`src/rtl/rv_shift_pkg.sv`:
```
// rv_shift_pkg: shared decode constants, op enum and result record for the shift controller
package rv_shift_pkg;
    localparam logic [2:0] F3_SLL = 3'b001;
    localparam logic [2:0] F3_SR  = 3'b101;

    typedef enum logic [1:0] {OP_SLL, OP_SRL, OP_SRA, OP_ILL} op_e;

    typedef struct packed {
        logic [4:0]  rd;
        logic [31:0] data;
        logic        err;
    } res_t;

    function automatic op_e decode(input logic [2:0] funct3, input logic funct7b5);
        if (funct3 == F3_SLL && !funct7b5) return OP_SLL;
        if (funct3 == F3_SR) return funct7b5 ? OP_SRA : OP_SRL;
        return OP_ILL;
    endfunction
endpackage

```
`src/rtl/rv_res_fifo.sv`:
```
// rv_res_fifo: synchronous result FIFO with registered head, flush and occupancy count
module rv_res_fifo
    import rv_shift_pkg::*;
#(
    parameter int DEPTH = 2
) (
    input  logic                         clk_i,
    input  logic                         rst_i,
    input  logic                         flush_i,
    input  logic                         push_i,
    input  logic                         pop_i,
    input  res_t                         din_i,
    output res_t                         head_o,
    output logic [$clog2(DEPTH+1)-1:0]   count_o
);
    localparam int PW = $clog2(DEPTH);
    localparam int CW = $clog2(DEPTH + 1);

    res_t          mem [DEPTH];
    logic [PW-1:0] wp, rp;
    logic          do_push, do_pop;

    function automatic logic [PW-1:0] inc(input logic [PW-1:0] p);
        return (p == PW'(DEPTH - 1)) ? '0 : p + 1'b1;
    endfunction

    assign do_pop  = pop_i && count_o != '0;
    assign do_push = push_i && (count_o != CW'(DEPTH) || do_pop);
    assign head_o  = mem[rp];

    always_ff @(posedge clk_i) begin
        if (rst_i) begin
            for (int i = 0; i < DEPTH; i++) mem[i] <= '0;
            wp      <= '0;
            rp      <= '0;
            count_o <= '0;
        end else if (flush_i) begin
            wp      <= '0;
            rp      <= '0;
            count_o <= '0;
        end else begin
            if (do_push) begin
                mem[wp] <= din_i;
                wp      <= inc(wp);
            end
            if (do_pop) rp <= inc(rp);
            count_o <= count_o + CW'(do_push) - CW'(do_pop);
        end
    end
endmodule

```
`src/rtl/rv_shift_ctrl.sv`:
```
// rv_shift_ctrl: issue/writeback controller wrapped around the 2-cycle barrel shifter
module rv_shift_ctrl
    import rv_shift_pkg::*;
#(
    parameter int RES_DEPTH = 2
) (
    input  logic        clk_i,
    input  logic        rst_i,
    input  logic        valid_i,
    output logic        ready_o,
    input  logic [2:0]  funct3_i,
    input  logic        funct7b5_i,
    input  logic [31:0] rs1_data_i,
    input  logic [4:0]  shamt_i,
    input  logic [4:0]  rd_i,
    input  logic        flush_i,
    output logic        sh_ce_o,
    output logic [31:0] sh_d_o,
    output logic [4:0]  sh_s_o,
    output logic        sh_right_o,
    output logic        sh_sig_o,
    input  logic        sh_ce_i,
    input  logic [31:0] sh_d_i,
    output logic        wb_valid_o,
    input  logic        wb_ready_i,
    output logic [4:0]  wb_rd_o,
    output logic [31:0] wb_data_o,
    output logic        wb_err_o,
    output logic        proto_err_o
);
    localparam int CW = $clog2(RES_DEPTH + 1);

    op_e           op;
    logic          legal, accept, pop, push;
    logic          slot_v, slot_err, flush_q;
    logic [4:0]    slot_rd;
    logic [CW-1:0] count;
    logic [CW:0]   occ;
    res_t          din, head;

    assign op         = decode(funct3_i, funct7b5_i);
    assign legal      = op != OP_ILL;
    assign occ        = {1'b0, count} + (CW+1)'(slot_v);
    assign pop        = wb_valid_o & wb_ready_i;
    assign ready_o    = (occ < (CW+1)'(RES_DEPTH)) | ((occ == (CW+1)'(RES_DEPTH)) & pop);
    assign accept     = valid_i & ready_o & ~flush_i & ~rst_i;
    assign sh_ce_o    = accept & legal;
    assign sh_d_o     = rs1_data_i;
    assign sh_s_o     = shamt_i;
    assign sh_right_o = op == OP_SRL || op == OP_SRA;
    assign sh_sig_o   = op == OP_SRA;
    assign push       = slot_v & ~flush_i;
    assign din        = '{rd: slot_rd, data: slot_err ? 32'd0 : sh_d_i, err: slot_err};
    assign wb_valid_o = count != '0;
    assign {wb_rd_o, wb_data_o, wb_err_o} = head;

    rv_res_fifo #(.DEPTH(RES_DEPTH)) u_fifo (
        .clk_i   (clk_i),
        .rst_i   (rst_i),
        .flush_i (flush_i),
        .push_i  (push),
        .pop_i   (pop),
        .din_i   (din),
        .head_o  (head),
        .count_o (count)
    );

    always_ff @(posedge clk_i) begin
        if (rst_i) begin
            slot_v      <= 1'b0;
            slot_rd     <= '0;
            slot_err    <= 1'b0;
            flush_q     <= 1'b0;
            proto_err_o <= 1'b0;
        end else begin
            slot_v   <= accept;
            slot_rd  <= rd_i;
            slot_err <= ~legal;
            flush_q  <= flush_i;
            if (sh_ce_i != (slot_v & ~slot_err) && !(flush_q && sh_ce_i)) proto_err_o <= 1'b1;
        end
    end
endmodule

```
`config.mk`:
```
export PLATFORM = sky130hd
export DESIGN_NAME = rv_shift_ctrl
export DESIGN_NICKNAME = d
export VERILOG_FILES = /design/src/rtl/rv_shift_pkg.sv /design/src/rtl/rv_res_fifo.sv /design/src/rtl/rv_shift_ctrl.sv
export SDC_FILE = /design/constraint.sdc
export NUM_CORES = 1
export LEC_CHECK = 0
export CORE_UTILIZATION = 46
export CTS_BUF_LIST = sky130_fd_sc_hd__clkbuf_4
export CTS_CLUSTER_SIZE = 24
export DETAILED_ROUTE_END_ITERATION = 7
export GPL_ROUTABILITY_DRIVEN = 0
export GPL_TIMING_DRIVEN = 1
export PLACE_DENSITY = 0.86
export SYNTH_ARGS = -nofsm -noshare
export SYNTH_HDL_FRONTEND = slang
export SYNTH_HIERARCHICAL = 1
export SYNTH_SLANG_ARGS = --single-unit
```
`constraint.sdc`:
```
create_clock -name clk_i -period 2.35 [get_ports clk_i]
set_input_delay 0.47 -clock clk_i [delete_from_list [all_inputs] [get_ports clk_i]]
set_output_delay 0.47 -clock clk_i [all_outputs]
set_load 0.05 [all_outputs]
```
Word level (Yosys, flattened, before mapping) --
Memory sizes are Yosys's and may differ from the RTL's. A register that Yosys moved wholly into a read port is not among the register bits. Index checks and enable logic that the tools add are counted.
Operators by class: add/sub/neg operators 5, multiply operators 0, div/mod/pow operators 0, order comparisons 1, eq/ne operators 8, shift operators 0, muxes and demuxes 22, bitwise gates (word level) 13, reduce and logical (&&, ||, !) cells 12
Operators with widths (count):
- 2-to-1 mux 38 bit | 1
- OR reduction 38 bit | 1
- 2-to-1 mux 32 bit | 1
- 2-to-1 mux 1 bit | 15
- 2-to-1 mux 2 bit | 5
- AND 1 bit | 8
- logical AND 1 bit | 5
- inequality test 2 bit, second input constant | 2
- inverter 1 bit | 4
- adder 2 x 1 -> 3 bit | 1
- equality test 3 x 1 -> 1 bit, second input constant | 1
- equality test 3 x 2 -> 1 bit, second input constant | 1
- equality test 3 bit, second input constant | 1
- less-than comparator 3 x 2 -> 1 bit, second input constant | 1
- adder 1 bit, second input constant | 2
- adder 2 x 1 -> 2 bit | 1
- equality test 2 x 1 -> 1 bit, second input constant | 1
- equality test 2 bit, second input constant | 1
- zero test 1 bit | 2
- logical OR 1 bit | 2
- nonzero test 2 bit | 1
- OR reduction 2 bit | 1
- subtractor 2 x 1 -> 2 bit | 1
- inequality test 1 bit | 1
- OR 1 bit | 1
Word-level totals: flip-flop bits (word level) 13, latch bits 0, bits in writable memories 76, ROM bits 0, output and inout bits 81, logic and storage cells 70, memories 1
Memory list:
- u_fifo.mem | words 2, width 38, read ports 1, clocked after Yosys merged registers in 1, wr ports 2, line rv_res_fifo.sv:19 | res_t mem [DEPTH];

Longest topological paths before layout --
Gate-level depths: netlist of run 1.
word-level depth 11, gate-level depth with buffers 10, gate-level depth less buffers 10

Modules after synthesis --
Netlist of run 1, hierarchy kept.
Modules (own cells, without submodules):
- rv_res_fifo | instances 1, cells an instance 228, area each 3513.4 µm², seq. area each 2382.3 µm²
- rv_shift_ctrl | instances 1, cells an instance 115, area each 938.4 µm², seq. area each 180.2 µm²

Worst setup path before layout of run 1 --
OpenSTA, ideal clock, no wires.
path type input to output, start point input port funct3_i[1], end point output port sh_ce_o, data arrival time 2.111 ns, setup slack -0.231 ns, stages on the path 3, buffers on the path 0, path through or3b_2 -> ha_1 -> nor4_2
On the way: cells in the longest elaborated chain, start to end 7, elaborated cells between the ends (all ways) 11, those cells by class eq/ne (3); mux (6); bitwise (1); reduce/logical (1)
RTL lines:
- from (decl) | line rv_shift_ctrl.sv:11 | input logic [2:0] funct3_i,
- equality test 3 bit | line rv_shift_pkg.sv:16 | if (funct3 == F3_SR) return funct7b5 ? OP_SRA : OP_SRL;
- 2-to-1 mux 1 bit (2 in a row) | line rv_shift_pkg.sv:16
- 2-to-1 mux 2 bit | line rv_shift_pkg.sv:17 | return OP_ILL;
- 2-to-1 mux 2 bit (*) | line rv_shift_pkg.sv:16
- inequality test 2 bit (*) | line rv_shift_ctrl.sv:42 | assign legal = op != OP_ILL;
- AND 1 bit (*) | line rv_shift_ctrl.sv:47 | assign sh_ce_o = accept & legal;
- to (decl) | line rv_shift_ctrl.sv:17 | output logic sh_ce_o,
Mark *: on every way between the ends. The rest lies on a longest branch, timed or not. The select of a mux whose other input is x is not followed.

Final worst setup path of run 1 --
start point input port flush_i, end point output port sh_ce_o
On the way: cells in the longest elaborated chain, start to end 4
RTL lines:
- from (decl) | line rv_shift_ctrl.sv:16 | input logic flush_i,
- inverter 1 bit | line rv_shift_ctrl.sv:46 | assign accept = valid_i & ready_o & ~flush_i & ~rst_i;
- AND 1 bit (2 in a row) | line rv_shift_ctrl.sv:46
- AND 1 bit | line rv_shift_ctrl.sv:47
No other way between the ends.

==> metrics.cfg, run 1 <==
[clocking]
clock-sinks = 90
htreeDepth = 3
worstSkewPairLatency_ns = 0.43
clock-root-buffer = clkbuf_4
cts_inserted_buffers = 9
path_clk_slew_ns = 0.13
cts_tree = done
ctsHoldBuffers = 0
clk_path_buf_depth = 2

[finish]
multi_input_area_mm2 = 0.00157
final_cell_mix = 78 x and2_1, 76 x edfxtp_1, 50 x buf_4
syn_to_final_growth_pct = 23.8
fillCellCount = 744
final_layout_size_suffix_gt1_share_pct = 32.7
post-route-util_pct = 59.1
layout.nets = 499
fin_cells = 542
final_common_cell = and2_1
final-seq-area_mm2 = 0.00257
antenna-diode-count = 0

[timing]
tightest_slew_ns = 0.501
rsz0062_at_grt = false
drv_slew = 0
skew_ns = 0.0152
setup_viol_count_final = 0
fmax_ghz = 0.440
fin_crit_ns = 2.27
slew_headroom_pct = 66.5
fin_crit_sh_pct = 96.6
setup_slack_ns = 0.0792
finalHoldViolCount = 0

[route]
drt_wl_total_um = 8900
drc = 0
vias = 2643
viasPerCell = 4.88
drtAntennaViolNets = 0
firstDrtPassIters = 6
routedWlPerCell_um = 16.4
first_iter_violations = 70

[grt]
use_met3_pct = 3.34
gr-usage-met1_pct = 18.8
busiest_layer = met2
grt_max_degree = 40
grtUsageTotal_pct = 18.2
grt_pass1_wl_um = 13600
antenna_found_initial = 0
met2_usage_pct = 33.8
grt_overflow = 0
grt_pass1_vias = 2805

[hold_path]
holdPathStages = 1
hold_class = reg2reg
min_from = slot_rd[4]
min_to = u_fifo/mem[0][37]

[synth]
synth_mux_area_share_pct = 9.61
postSynthCellCount = 343
synth_compound_area_share_pct = 1.32
synth_edf_count = 76
synth_cell_types = 30
synth_xor_area_share_pct = 0.787
synth_top_family_by_area = simple AND/OR/NAND/NOR gates
async_flop_share_pct = 0
synth-seq-cells = 90
synth-simple-area-share_pct = 20.1
avgSynthCellArea_um2 = 13.0
ys_warn_count = 6
syn-num-nets = 434
synthAdderAreaFrac_pct = 1.97
synth_top_area_share_pct = 51.3
ys_top_cells_by_area = edfxtp_1 51%, and2_1 11%, mux2_2 9.6%
synth_top_flop_cell = edfxtp_1
syn-cell-area_mm2 = 0.00445
synth_top_cell_by_area = edfxtp_1
seq_area_frac_synth_pct = 57.6

[pwr]
finalPower_mw = 3.09
leakagePower_nw = 2.15
power_density_mw_per_mm2 = 561
ir_worst_vdd_mv = 0.273

[floorplanning]
core-area_mm2 = 0.00933
start_util_pct = 47.7
io_pins = 165
die_area_mm2 = 0.0101
core.rowCount = 35
die_y_um = 100
die_w_um = 100

[setup_path]
worstSetupPathType = in2out
required_ns = 1.88
path_cells = clkdlybuf4s50_1, buf_4, nand2b_1, nor4_4, buf_12
rr_worst_depth = 6
cp.arrival_ns = 1.80
cpLargestDelayFamily = buffers and inverters
timing.rr.start = u_fifo/count_o[0]
slowest_delay_ns = 0.45
cp_max_fo = 5
slowest_stage = clkdlybuf4s50_1
r2r-end = u_fifo/mem[0][2]
start_kind = primary input
cp-end-kind = output port
r2r_slack_ns = 0.37
cp_num_buf_inv = 3

[placed_design]
dp_slack_ns = -0.281
portBuffers = 90
dp_hpwl_um = 6000
post-place-cells = 522

[flow_run]
drv_cap = 0

[outcome]
outcome = finished clean

==> cells by family after synthesis <==
kind of cell | Yosys count
AO/OA/AOI/OAI | 5
flip-flops | 90
XOR/XNOR | 4
buffers and inverters | 60
multiplexers | 38
AND/OR/NAND/NOR | 139
adder cells (fa/ha/maj) | 7
==> worst reg2reg max path, cell delays in order, from the launching register on <==
cell	delay, ns
dfxtp_4	0.38
buf_4	0.15
o21a_4	0.19
nor3b_2	0.23
and4bb_2	0.28
or2_2	0.33
buf_12	0.18
==> routing by layer <==
metal  routed length (µm)  up-vias
met5                    0        -
met4                  413        0
met3                  522       39
met2                 4630       88
met1                 3330     1263
li1                     -     1253
==> per-stage QoR <==
step / cell area, µm² / hold slack, ns / TNS, ns
finish: 5510 / 0.538 / 0
global route: 5510 / 0.563 / 0
CTS: 5470 / 0.541 / -0.0531
detailed placement: 5280 / 0.502 / -0.434
global placement: 5280 / 0.478 / -0.308
floorplan: 4460 / 0.497 / 0
==> state kept, by name, indices dropped and copies added, names as in the netlist, named ones only <==
| signal | count |
|---|---|
| slot_err | 1 |
| slot_v | 1 |
| u_fifo/rp | 1 |
| slot_rd | 5 |
| u_fifo/count_o | 2 |
| flush_q | 1 |
| u_fifo/mem | 76 |
| u_fifo/wp | 1 |
| proto_err_o | 1 |
==> Yosys cell counts, types with 2 or more instances <==
library cell / n
edfxtp_1: 76
and2_1: 78
mux2_2: 38
or2_2: 3
nor2_1: 2
xnor2_1: 4
nor3b_2: 2
inv_1: 7
buf_4: 38
clkbuf_1: 6
buf_2: 6
nor3_1: 3
nor2b_1: 42
dfxtp_1: 14
ha_1: 7
clkbuf_2: 2
nand2b_1: 2
==> where the power goes <==
group	total [mW]	internal, mW	switching [mW]
registers	1.80	1.78	0.0214
logic	0.433	0.194	0.239
clock network	0.856	0.332	0.524
==> worst max-delay path by stage <==
stage | start | endpoint | slack, ns | cells past startpoint
floorplan | funct3_i[1] | sh_ce_o | 0.06 | 3
global placement | funct3_i[0] | sh_ce_o | -0.25 | 5
detailed placement | funct3_i[0] | sh_ce_o | -0.28 | 5
CTS | u_fifo/count_o[0] | sh_ce_o | -0.05 | 6
global route | flush_i | sh_ce_o | 0.03 | 5
finish | flush_i | sh_ce_o | 0.08 | 5
==> timing repair <==
item                       in CTS  in global routing
setup buffers                   3                  1
setup endpoints to repair       4                  2
gates cloned                    0                  0
pin swaps                       1                  6
resized for setup              10                 10
==> final cells by class <==
class	count	share of cell area (%)
Clock inverter	7	1.41
Tap cell	129	2.93
Sequential cell	90	46.6
Timing Repair Buffer	107	18.9
Inverter	7	0.477
Clock buffer	9	1.23
Multi-Input combinational cell	193	28.4
(Power assumes the default switching activity.)
==> run 2: changes to the inputs <==
--- a/config.mk
+++ b/config.mk
@@ -14,5 +14,4 @@
 export PLACE_DENSITY = 0.86
 export SYNTH_ARGS = -nofsm -noshare
 export SYNTH_HDL_FRONTEND = slang
-export SYNTH_HIERARCHICAL = 1
 export SYNTH_SLANG_ARGS = --single-unit
==> run 2 against run 1 <==
  * Clock skew grew 0.0050 ns
  * Hold slack got worse by 0.044 ns
  * Via count down 1.7%
  * Count of clock-buffer cells in the layout is 1 higher
  * Sequential share of layout area rose by 2.2 points
  * Area after synthesis is 3.4% lower
  * Combinational power grew 1%
  * Register-to-register slack improved by 0.15 ns
  * Highest routed layer unchanged
==> metrics.cfg, run 2 <==
[floorplanning]
start_util_pct = 48.4  ; was 47.7%
die_w_um = 98.7  ; was 100 µm
die_y_um = 98.7  ; was 100 µm
die_area_mm2 = 0.00974  ; was 0.0101 mm²
core-area_mm2 = 0.00889  ; was 0.00933 mm²
core.rowCount = 34  ; was 35
io_pins = 165  ; unchanged

[pwr]
ir_worst_vdd_mv = 0.259  ; was 0.273 mV
leakagePower_nw = 2.30  ; was 2.15 nW
power_density_mw_per_mm2 = 587  ; was 561 mW/mm²

[synth]
syn-cell-area_mm2 = 0.00430  ; was 0.00445 mm²
synth_cell_types = 34  ; was 30
async_flop_share_pct = 0  ; unchanged
synth_top_flop_cell = edfxtp_1  ; unchanged
syn-num-nets = 406  ; was 434
yosysMostFrequentCell = edfxtp_1  ; was and2_1
synth_top_cell_by_area = edfxtp_1  ; unchanged
ys_warn_count = 0  ; was 6
synth_edf_count = 76  ; unchanged
postSynthCellCount = 315  ; was 343
ys_top_cells_by_area = edfxtp_1 53%, mux2_2 10%, and3_1 9.5%  ; was edfxtp_1 51%, and2_1 11%, mux2_2 9.6%
synth-seq-cells = 90  ; unchanged
seq_area_frac_synth_pct = 59.6  ; was 57.6%
synth_top_area_share_pct = 53.1  ; was 51.3%
avgSynthCellArea_um2 = 13.6  ; was 13.0 µm²
synth_common_cells = 76 x edfxtp_1, 65 x and3_1, 39 x buf_4  ; was 78 x and2_1, 76 x edfxtp_1, 42 x nor2b_1

[timing]
setup_slack_ns = 0.0679  ; was 0.0792 ns
setup_viol_count_final = 0  ; unchanged
finalHoldViolCount = 0  ; unchanged
fin_crit_sh_pct = 97.1  ; was 96.6%
fin_crit_ns = 2.28  ; was 2.27 ns
skew_ns = 0.0201  ; was 0.0152 ns
tightest_slew_ns = 1.01  ; was 0.501 ns
finalSetupTns_ns = 0  ; unchanged
fmax_ghz = 0.438  ; was 0.440 GHz
slew_headroom_pct = 32.3  ; was 66.5%
drv_slew = 0  ; unchanged

[placed_design]
portBuffers = 90  ; unchanged
dp_hpwl_um = 5550  ; was 6000 µm
post-place-cells = 471  ; was 522
dp_slack_ns = -0.179  ; was -0.281 ns

[finish]
final-seq-area_mm2 = 0.00257  ; about the same
syn_to_final_growth_pct = 22.6  ; was 23.8%
multi_input_area_mm2 = 0.00139  ; was 0.00157 mm²
final_common_cell = edfxtp_1  ; was and2_1
regMostFlops = u_fifo.mem  ; was u_fifo/mem
fin_cells = 490  ; was 542
final_layout_size_suffix_gt1_share_pct = 36.4  ; was 32.7%
layout.nets = 468  ; was 499
reg_top3 = u_fifo.mem: 76 flops, slot_rd: 5 flops, u_fifo.count_o: 2 flops  ; was u_fifo/mem: 76 flops, slot_rd: 5 flops, u_fifo/count_o: 2 flops
fillCellCount = 682  ; was 744
antenna-diode-count = 0  ; unchanged
largest_reg_flops = 76  ; unchanged
final_cell_mix = 76 x edfxtp_1, 65 x and3_1, 55 x buf_4  ; was 78 x and2_1, 76 x edfxtp_1, 50 x buf_4

[clocking]
htreeDepth = 3  ; unchanged
clock-root-buffer = clkbuf_4  ; unchanged
clock-sinks = 90  ; unchanged
cts_tree = done  ; unchanged
clk_path_buf_depth = 2  ; unchanged
cts_inserted_buffers = 9  ; unchanged
path_clk_slew_ns = 0.12  ; was 0.13 ns
ctsHoldBuffers = 0  ; unchanged
worstSkewPairLatency_ns = 0.43  ; about the same

[setup_path]
cp_max_fo = 3  ; was 5
cp-end-kind = output port  ; unchanged
r2r-end = u_fifo.mem[1][2]  ; was u_fifo/mem[0][2]
start_kind = flop  ; was primary input
timing.rr.start = u_fifo.count_o[0]  ; was u_fifo/count_o[0]
r2r_slack_ns = 0.52  ; was 0.37 ns
worstSetupPathType = reg2out  ; was in2out
rr_worst_depth = 6  ; unchanged
cp.arrival_ns = 1.81  ; was 1.80 ns
required_ns = 1.88  ; about the same

[grt]
grt_pass1_wl_um = 13100  ; was 13600 µm
antenna_found_initial = 0  ; unchanged
grtUsageTotal_pct = 17.9  ; was 18.2%
grt_overflow = 0  ; unchanged
grt_pass1_vias = 2686  ; was 2805
grt_max_degree = 65  ; was 40

[hold_path]
hold_class = reg2reg  ; unchanged
holdPathStages = 2  ; was 1
min_to = proto_err_o  ; was u_fifo/mem[0][37]
min_from = proto_err_o  ; was slot_rd[4]

[route]
firstDrtPassIters = 4  ; was 6
vias = 2597  ; was 2643
first_iter_violations = 117  ; was 70
drt_wl_total_um = 8450  ; was 8900 µm
routedWlPerCell_um = 17.2  ; was 16.4 µm
viasPerCell = 5.30  ; was 4.88
drc = 0  ; unchanged
drtAntennaViolNets = 0  ; unchanged

[outcome]
outcome = finished clean  ; unchanged

[flow_run]
drv_cap = 0  ; unchanged

run 2: changes by cell type in the layout (fill, tap and decap cells not counted), sizes merged, moves of 6 or more:
cell,before,now
and3b,1,7
and3,0,65
nor2b,42,8
and2,78,1
nor3b,3,9
run 2: worst max-delay path by stage:
stage	from	end	cells past startpoint
detailed placement	funct3_i[0]	sh_ce_o	5
global route	u_fifo.count_o[0]	sh_ce_o	6
floorplan	rst_i	u_fifo.mem[1][0]	3
CTS	u_fifo.count_o[1]	wb_valid_o	3
finish	u_fifo.count_o[0]	sh_ce_o	6
global placement	funct3_i[0]	sh_ce_o	5
run 2: critical path, cell delays in order, from the launching register on:
cell	delay (ns)
dfxtp_4	0.38
ha_4	0.16
inv_2	0.06
ha_4	0.19
a31o_2	0.25
and4b_1	0.20
buf_12	0.15
run 2: repair_timing:
action                                  CTS  global route
pin swaps                                 4             3
setup buffers                             2             1
gates resized for setup                  14             5
endpoints found under the setup margin    4             2
run 2: final cells by class:
cell class              instances  share of cell area, %
flip-flops and latches         90                   48.8
clock inverters                 6                   1.26
clock buffers                  10                   1.42
well taps                     108                   2.56
multi-input cells             161                   26.3
inverters                       6                  0.427
repair buffers                109                   19.2
run 2: logic make-up after synthesis:
group	count (synthesis)	synth area share (%)
compound gates	5	0.844
xor+xnor	4	0.815
fa+ha+maj	7	2.04
flops	90	59.6
simple gates	107	17.3
mux	38	9.95
buf+inv	64	9.40
run 2: stage by stage:
stage / hold WS (ns) / instance area, µm² / total power [mW] / util, %
4_1_cts: 0.506 / 5250 / 3.11 / 59.0
3_5_place_dp: 0.470 / 5060 / 2.28 / 56.9
6_report: 0.494 / 5270 / 3.10 / 59.3
5_1_grt: 0.551 / 5270 / 3.19 / 59.3
2_1_floorplan: 0.480 / 4300 / 2.25 / -
3_3_place_gp: 0.465 / 5060 / 2.27 / 56.9
run 2: layer usage:
layer	up-vias	wire [µm]	GRT usage [%]
met3	33	547	4.11
li1	1232	-	-
met4	0	250	10.4
met5	-	0	0
met1	1238	3400	20.1
met2	94	4250	31.3
run 2: report_power, final:
part | switching (mW) | internal (mW)
Clock | 0.515 | 0.338
Sequential | 0.0188 | 1.78
Combinational | 0.256 | 0.183
==> run 3: changes to the inputs <==
--- a/config.mk
+++ b/config.mk
@@ -5,9 +5,9 @@
 export SDC_FILE = /design/constraint.sdc
 export NUM_CORES = 1
 export LEC_CHECK = 0
+export CORE_MARGIN = 1.5
 export CORE_UTILIZATION = 46
 export CTS_BUF_LIST = sky130_fd_sc_hd__clkbuf_4
-export CTS_CLUSTER_SIZE = 24
 export DETAILED_ROUTE_END_ITERATION = 7
 export GPL_ROUTABILITY_DRIVEN = 0
 export GPL_TIMING_DRIVEN = 1
==> run 3 against run 2 <==
  * Wire length rose by 3.6%
  * Hold slack better by 0.027 ns
  * Clock skew barely moved
  * Critical endpoint unchanged
  * First-iteration DRC count grew 48%
==> metrics.cfg, run 3 (same netlist as run 2, synthesis figures left out) <==
[clocking]
clock-root-buffer = clkbuf_4  ; unchanged
ctsHoldBuffers = 0  ; unchanged
cts_tree = done  ; unchanged
path_clk_slew_ns = 0.15  ; was 0.12 ns
clk_path_buf_depth = 2  ; unchanged
clock-sinks = 90  ; unchanged
cts_inserted_buffers = 9  ; unchanged
worstSkewPairLatency_ns = 0.43  ; about the same
htreeDepth = 3  ; unchanged

[floorplanning]
core-area_mm2 = 0.00915  ; was 0.00889 mm²
core.rowCount = 35  ; was 34
die_area_mm2 = 0.00994  ; was 0.00974 mm²
start_util_pct = 47.0  ; was 48.4%
die_y_um = 99.7  ; was 98.7 µm
die_w_um = 99.7  ; was 98.7 µm
io_pins = 165  ; unchanged

[timing]
skew_ns = 0.0200  ; was 0.0201 ns
fmax_ghz = 0.434  ; was 0.438 GHz
drv_slew = 0  ; unchanged
fin_crit_ns = 2.30  ; was 2.28 ns
rsz0062_at_grt = true
setup_viol_count_final = 0  ; unchanged
tightest_slew_ns = 1.07  ; was 1.01 ns
finalHoldViolCount = 0  ; unchanged
fin_crit_sh_pct = 98.0  ; was 97.1%
slew_headroom_pct = 28.3  ; was 32.3%

[setup_path]
cp_max_fo = 3  ; unchanged
rr_worst_depth = 4  ; was 6
cp.arrival_ns = 1.83  ; was 1.81 ns
timing.rr.start = slot_v  ; was u_fifo.count_o[0]
cp-end-kind = output port  ; unchanged
crit_top_cell = ha_4  ; unchanged
worstSetupPathType = reg2out  ; unchanged
start_kind = flop  ; unchanged
cp_num_buf_inv = 2  ; unchanged
slowest_stage = dfxtp_4  ; unchanged
r2r-end = u_fifo.mem[0][25]  ; was u_fifo.mem[1][2]
path_cells = ha_4, inv_2, ha_4, a31o_4, and4b_1, buf_12  ; was ha_4, inv_2, ha_4, a31o_2, and4b_1, buf_12
cpLargestDelayFamily = flip-flops  ; unchanged
slowest_delay_ns = 0.39  ; was 0.38 ns
r2r_slack_ns = 0.46  ; was 0.52 ns
required_ns = 1.88  ; about the same

[route]
firstDrtPassIters = 4  ; unchanged
drtAntennaViolNets = 0  ; unchanged
drc = 0  ; unchanged
viasPerCell = 5.36  ; was 5.30
routedWlPerCell_um = 17.9  ; was 17.2 µm
vias = 2617  ; was 2597
drt_wl_total_um = 8760  ; was 8450 µm
first_iter_violations = 173  ; was 117

[finish]
final_common_cell = edfxtp_1  ; unchanged
largest_reg_flops = 76  ; unchanged
layout.nets = 463  ; was 468
final_layout_size_suffix_gt1_share_pct = 35.5  ; was 36.4%
fin_cells = 488  ; was 490
post-route-util_pct = 57.3  ; was 59.3%
reg_top3 = u_fifo.mem: 76 flops, slot_rd: 5 flops, u_fifo.count_o: 2 flops  ; unchanged
antenna-diode-count = 0  ; unchanged
syn_to_final_growth_pct = 22.0  ; was 22.6%
final_cell_mix = 76 x edfxtp_1, 65 x and3_1, 49 x buf_4  ; was 76 x edfxtp_1, 65 x and3_1, 55 x buf_4
fillCellCount = 703  ; was 682
regMostFlops = u_fifo.mem  ; unchanged

[placed_design]
portBuffers = 90  ; unchanged
dp_hpwl_um = 5510  ; was 5550 µm
post-place-cells = 469  ; was 471

[pwr]
leakagePower_nw = 2.27  ; was 2.30 nW
power_density_mw_per_mm2 = 580  ; was 587 mW/mm²
ir_worst_vdd_mv = 0.341  ; was 0.259 mV
finalPower_mw = 3.04  ; was 3.10 mW

[hold_path]
min_to = proto_err_o  ; unchanged
holdPathStages = 2  ; unchanged
hold_class = reg2reg  ; unchanged
min_from = proto_err_o  ; unchanged

[grt]
grt_overflow = 0  ; unchanged
grt_pass1_wl_um = 13800  ; was 13100 µm
grt_max_degree = 65  ; unchanged
antenna_found_initial = 0  ; unchanged
grtUsageTotal_pct = 18.1  ; was 17.9%
grt_pass1_vias = 2803  ; was 2686

[outcome]
outcome = finished clean  ; unchanged

[flow_run]
drv_cap = 0  ; unchanged

[run 3: repair_timing]
action,4_1_cts,5_1_grt
pin swaps,4,3
resized for setup,15,4
endpoints found under the setup margin,4,1
setup buffers,3,0
[run 3: cell type report]
class                      instances  area, µm²  area share (%)
inverter                           6       22.5           0.429
clock inverter                     7       58.8            1.12
tap                              111        139            2.65
sequential                        90       2570            49.0
multi-input combinational        161       1400            26.8
clock buffer                       9       67.6            1.29
timing repair buffer             104        982            18.7
[run 3: metrics by stage]
stage               cell area (µm²)  TNS [ns]  hold slack, ns  setup slack, ns
floorplan                      4300         0           0.480           0.0741
global placement               5040    -0.196           0.467           -0.164
detailed placement             5040     -1.36           0.484           -0.191
CTS                            5220         0           0.519           0.0152
global route                   5250   -0.0370           0.548          -0.0370
finish                         5250         0           0.521           0.0459
[run 3: worst max-delay path by stage]
stage	to	start	slack [ns]	cells after the start
2_1_floorplan	u_fifo.mem[1][0]	rst_i	0.07	3
3_3_place_gp	sh_ce_o	funct3_i[0]	-0.16	5
3_5_place_dp	sh_ce_o	funct3_i[0]	-0.19	5
4_1_cts	sh_ce_o	u_fifo.count_o[0]	0.02	6
5_1_grt	sh_ce_o	u_fifo.count_o[0]	-0.04	6
6_report	sh_ce_o	u_fifo.count_o[0]	0.05	6
[run 3: worst min-delay path, cell delays in order (launching register included)]
cell and delay [ns]:
dfxtp_1 0.36, a211oi_1 0.05, nor2_1 0.08
[run 3: metal layers]
layer | vias to the layer above | global-route usage [%] | part of all wire, %
li1 | 1227 | - | -
met1 | 1257 | 20.2 | 40
met2 | 95 | 31.8 | 51
met3 | 38 | 5.06 | 6.4
met4 | 0 | 8.78 | 3.2
met5 | - | 0 | 0
[run 3: power by group]
group	switching, mW	internal (mW)	leakage, nW	total [mW]
Clock	0.559	0.239	0.0696	0.798
Combinational	0.257	0.184	1.29	0.441
Sequential	0.0196	1.78	0.906	1.80
Total	0.836	2.21	2.27	3.04
